**config.mk**
```make
export PLATFORM = sky130hd
export DESIGN_NAME = mux21_rr_arb
export DESIGN_NICKNAME = d
export VERILOG_FILES = /design/src/rtl/mux21_arb_pkg.sv /design/src/rtl/mux21_w.sv /design/src/rtl/mux21_rr_arb.sv
export SDC_FILE = /design/constraint.sdc
export NUM_CORES = 1
export LEC_CHECK = 0
export CAP_MARGIN = 20
export CORE_AREA = 2 2 39 41
export DETAILED_ROUTE_END_ITERATION = 6
export DIE_AREA = 0 0 41 43
export GPL_ROUTABILITY_DRIVEN = 0
export GPL_TIMING_DRIVEN = 0
export PLACE_DENSITY_LB_ADDON = 0.12
export SLEW_MARGIN = 20
export SYNTH_ARGS = -nofsm -noshare
export SYNTH_HDL_FRONTEND = slang
export SYNTH_SLANG_ARGS = --single-unit
```
**constraint.sdc**
```tcl
create_clock -name clk -period 3.9 [get_ports clk]
set_input_delay 0.975 -clock clk [delete_from_list [all_inputs] [get_ports clk]]
set_output_delay 0.975 -clock clk [all_outputs]
set_load 0.005 [all_outputs]
```
**src/rtl/mux21_arb_pkg.sv**
```systemverilog
// Shared encodings for the mux21 round-robin arbiter.
package mux21_arb_pkg;

    typedef enum logic {
        IDLE  = 1'b0,
        SERVE = 1'b1
    } state_t;

    localparam logic SEL_A = 1'b0;
    localparam logic SEL_B = 1'b1;

endpackage

```
**src/rtl/mux21_w.sv**
```systemverilog
// Parameterized W-bit combinational 2:1 mux (sel=0 picks a, sel=1 picks b).
module mux21_w
    import mux21_arb_pkg::*;
#(
    parameter int W = 2
) (
    input  logic         sel,
    input  logic [W-1:0] a,
    input  logic [W-1:0] b,
    output logic [W-1:0] y
);

    // Route the selected source straight through.
    always_comb begin
        y = (sel == SEL_B) ? b : a;
    end

endmodule

```
**src/rtl/mux21_rr_arb.sv**
```systemverilog
// Round-robin arbiter and burst sequencer for a shared 2:1 mux feeding a
// registered valid/ready output stage. Owner keeps the mux for up to
// MAX_BURST beats, then hands over without a bubble if the other side waits.
module mux21_rr_arb
    import mux21_arb_pkg::*;
#(
    parameter int W         = 2,
    parameter int MAX_BURST = 4
) (
    input  logic         clk,
    input  logic         rst,
    input  logic         req_a,
    input  logic [W-1:0] data_a,
    output logic         gnt_a,
    input  logic         req_b,
    input  logic [W-1:0] data_b,
    output logic         gnt_b,
    output logic         sel,
    output logic         busy,
    output logic         out_valid,
    input  logic         out_ready,
    output logic [W-1:0] out_data
);

    localparam int CW = $clog2(MAX_BURST + 1);
    localparam logic [CW-1:0] LAST_BEAT = CW'(MAX_BURST - 1);

    state_t          state;
    logic            last;
    logic [CW-1:0]   cnt;
    logic [W-1:0]    mux_out;
    logic            req_owner;
    logic            req_other;
    logic            can_load;
    logic            accept;
    logic            exit_grant;

    // Handshake terms derived from the current owner.
    always_comb begin
        req_owner  = (sel == SEL_B) ? req_b : req_a;
        req_other  = (sel == SEL_B) ? req_a : req_b;
        can_load   = !out_valid || out_ready;
        accept     = busy && req_owner && can_load;
        exit_grant = !req_owner || (accept && (cnt == LAST_BEAT));
    end

    assign busy  = (state == SERVE);
    assign gnt_a = accept && (sel == SEL_A);
    assign gnt_b = accept && (sel == SEL_B);

    mux21_w #(.W(W)) u_mux (
        .sel (sel),
        .a   (data_a),
        .b   (data_b),
        .y   (mux_out)
    );

    // Arbiter FSM, burst counter, round-robin history and output register.
    always_ff @(posedge clk) begin
        if (rst) begin
            state     <= IDLE;
            sel       <= SEL_A;
            last      <= SEL_B;
            cnt       <= '0;
            out_valid <= 1'b0;
            out_data  <= '0;
        end else begin
            // Output stage: load on accept, otherwise drain when consumed.
            if (accept) begin
                out_data  <= mux_out;
                out_valid <= 1'b1;
            end else if (out_ready) begin
                out_valid <= 1'b0;
            end

            case (state)
                IDLE: begin
                    if (req_a || req_b) begin
                        if (req_a && req_b) begin
                            sel <= ~last;
                        end else begin
                            sel <= req_b ? SEL_B : SEL_A;
                        end
                        cnt   <= '0;
                        state <= SERVE;
                    end
                end
                SERVE: begin
                    if (accept) begin
                        cnt <= cnt + 1'b1;
                    end
                    // Exit overrides the count update: a new grant starts at 0.
                    if (exit_grant) begin
                        last <= sel;
                        cnt  <= '0;
                        if (req_other) begin
                            sel <= ~sel;
                        end else begin
                            state <= IDLE;
                        end
                    end
                end
                default: state <= IDLE;
            endcase
        end
    end

endmodule
```
==> metrics.cfg <==
[finish]
final_common_cell = clkdlybuf4s50_1
layout-drive-gt1-share_pct = 11.7
fin_nets = 89
antenna_cells = 0
mostFrequentLayoutCells = 14 x clkdlybuf4s50_1, 9 x dfxtp_1, 7 x nor2_1
fin_util_pct = 50.4
syn2layout_area_growth_pct = 36.5

[critical_path]
reg2reg_from = sel
cp-end-kind = output pin
crit_required_ns = 2.92
slowest_delay_ns = 0.52
crit_chain = clkdlybuf4s50_1 > mux2_4 > and3_4 > buf_6 > and2_1 > clkdlybuf4s50_1
arrival_ns = 2.70
worstPathMaxFanout = 7
rrSetupSlack_ns = 2.43
crit_top_cell = clkdlybuf4s50_1
crit_path_start_kind = primary input
cp_slowest_cell = clkdlybuf4s50_1
cp_num_buf_inv = 3
rr_endpoint = cnt[1]
crit_type = in -> out
crit_family = buffers and inverters
startpoint = req_b
worstRegToRegCells = 6

[drt]
avgRoutedWirePerCell_um = 11.2
wl_mm = 1.04
detail-route-antenna-nets = 0
via_count = 465
drtIter0Drc = 4
drc = 0
via_per_inst = 5.00
firstDrtPassIters = 2

[synthesis]
syn_nets = 70
synthesis.area_um2 = 510
ys_ff_latch = 9
synth-seq-area-share_pct = 35.3
synthCells = 59
avgSynthCellArea_um2 = 8.65
yosysWarnings = 0
synthDistinctLibCells = 26

[global_route]
grt_pass1_vias = 424
grt_max_degree = 11
grt_usage_pct = 14.2
antenna_found_initial = 0
grt_first_pass_wirelength_mm = 1.69
overflow = 0

[clock_tree]
clockBufferDepth = 2
htree_num_levels = 1
cts_root_buffer = clkbuf_4
cts_resized = 0
cts_tree = done
clk_pin_slew_ns = 0.07
cts_made_buffers = 3
cts_setup_buffers = 0
cts_hold_buf = 0
clock_latency_ns = 0.27
clock_sinks = 9

[worst_hold_path]
worstHoldEndpoint = cnt[2]
worstHoldPathCells = 2
worstHoldStart = cnt[2]
hold_path_class = reg -> reg

[timing]
hold_viol = 0
layout_min_cycle_time_ns = 3.67
worst_slack_ns = 0.227
hold_ws_ns = 0.456
fin_crit_sh_pct = 94.2
rsz0062_at_grt = false
relSlewSlack_pct = 67.7
worst_pin_slew_ns = 0.485
maxSlewViolCount = 0
skew_ns = 0.00918
setup_viol = 0
fmax_mhz = 272
setup_tns_ns = 0

[power]
clkPwrFrac_pct = 33.8
p_int_mw = 0.165
fin_total_pwr_mw = 0.224
power_density_nw_per_um2 = 321
power.switching_mw = 0.0594
total_leakage_power_nw = 0.264
sw_frac_of_total_pct = 26.5
seqPwrFrac_pct = 44.6
vdd_drop_max_uv = 163
combPwrFrac_pct = 21.6

[place]
dp_slack_ns = 0.223
dp_hpwl_um = 742
port_buffers = 14

[die]
rows = 14
floorplan.initialDensity_pct = 36.9
dieWidth_um = 41
coreArea_um2 = 1380
die-area_um2 = 1760
die_h_um = 43
ios = 16

[job]
maxCapViolCount = 0

[status]
outcome = complete, no violations

==> metal layers <==
metal | up-vias | global-route usage (%) | routed length, um | part of all wire (%)
met1 | 203 | 18.1 | 503 | 48
met4 | 0 | 8.00 | 21 | 2.0
met3 | 2 | 3.66 | 72 | 6.9
met2 | 17 | 20.6 | 443 | 43
met5 | - | 0 | 0 | 0
li1 | 243 | - | - | -
==> worst reg2reg max path, delay by kind of cell, from the launching register on <==
kind            cells  cell delay (ns)
mux                 1             0.33
compound gates      1             0.18
flops               1             0.34
simple gates        2             0.22
buf+inv             2             0.27
==> sequential cells by signal, indices dropped and copies added (netlist names) <==
register	flops
sel	1
out_valid	1
out_data	2
busy	1
cnt	3
last	1
==> synthesized netlist by cell type <==
| cell | number | area [um2] |
|---|---|---|
| inv_1 | 3 | 11.3 |
| a41o_1 | 1 | 10.0 |
| buf_6 | 2 | 22.5 |
| a41oi_1 | 1 | 8.76 |
| and2_1 | 1 | 6.26 |
| dfxtp_1 | 9 | 180 |
| o21bai_1 | 2 | 15.0 |
| or3_1 | 2 | 12.5 |
| a211oi_2 | 2 | 25.0 |
| mux2i_1 | 3 | 30.0 |
| clkbuf_1 | 1 | 3.75 |
| o21ai_0 | 1 | 5.00 |
| nor2b_1 | 1 | 6.26 |
| nand2b_1 | 1 | 6.26 |
| nor2_1 | 7 | 26.3 |
| nor3_1 | 1 | 5.00 |
| a21boi_0 | 1 | 7.51 |
| and3_4 | 1 | 11.3 |
| a31oi_1 | 1 | 6.26 |
| nand3_1 | 2 | 10.0 |
| ha_1 | 2 | 25.0 |
| mux2_4 | 1 | 15.0 |
| a21oi_1 | 6 | 30.0 |
| buf_1 | 1 | 3.75 |
| a32oi_1 | 1 | 8.76 |
| nand2_1 | 5 | 18.8 |
==> power by group through the flow <==
| stage | clock [mW] | sequential (mW) | combinational, mW |
|---|---|---|---|
| final | 0.0757 | 0.0999 | 0.0483 |
| after global routing | 0.0802 | 0.101 | 0.0539 |
| after CTS | 0.0762 | 0.100 | 0.0490 |
| after detailed placement | 0 | 0.102 | 0.0489 |
| after global placement | 0 | 0.102 | 0.0483 |
| after floorplan | 0 | 0.102 | 0.0267 |
==> worst max path at each step <==
stage	to	depth (start not counted)	slack, ns
final	gnt_b	6	0.23
after global routing	gnt_b	6	0.17
after CTS	gnt_b	6	0.22
after detailed placement	gnt_b	6	0.22
after global placement	gnt_b	6	0.24
after floorplan	gnt_b	4	1.24
==> cell type report <==
class,count,area (um2)
clock buffer,4,26.3
fill,143,687
inverter,3,11.3
buffer,4,30.0
timing repair buffer,14,140
tap,16,20.0
multi-input combinational,43,289
sequential,9,180
==> metrics by stage <==
stage / cell area (um2) / std cells
2_1_floorplan: 510 / 59
3_3_place_gp: 671 / 89
3_5_place_dp: 671 / 89
4_1_cts: 697 / 93
5_1_grt: 697 / 93
6_report: 697 / 93
==> cell families (layout without fill, tap and decap cells) <==
kind of cell	after synthesis	in the layout	share of synthesized area, %
multiplexers	4	4	8.82
AO/OA/AOI/OAI	16	16	22.8
buffers and inverters	7	25	8.09
AND/OR/NAND/NOR	21	21	20.1
flip-flops	9	9	35.3
adder cells (fa/ha/maj)	2	2	4.90
(Power assumes the default switching activity.)
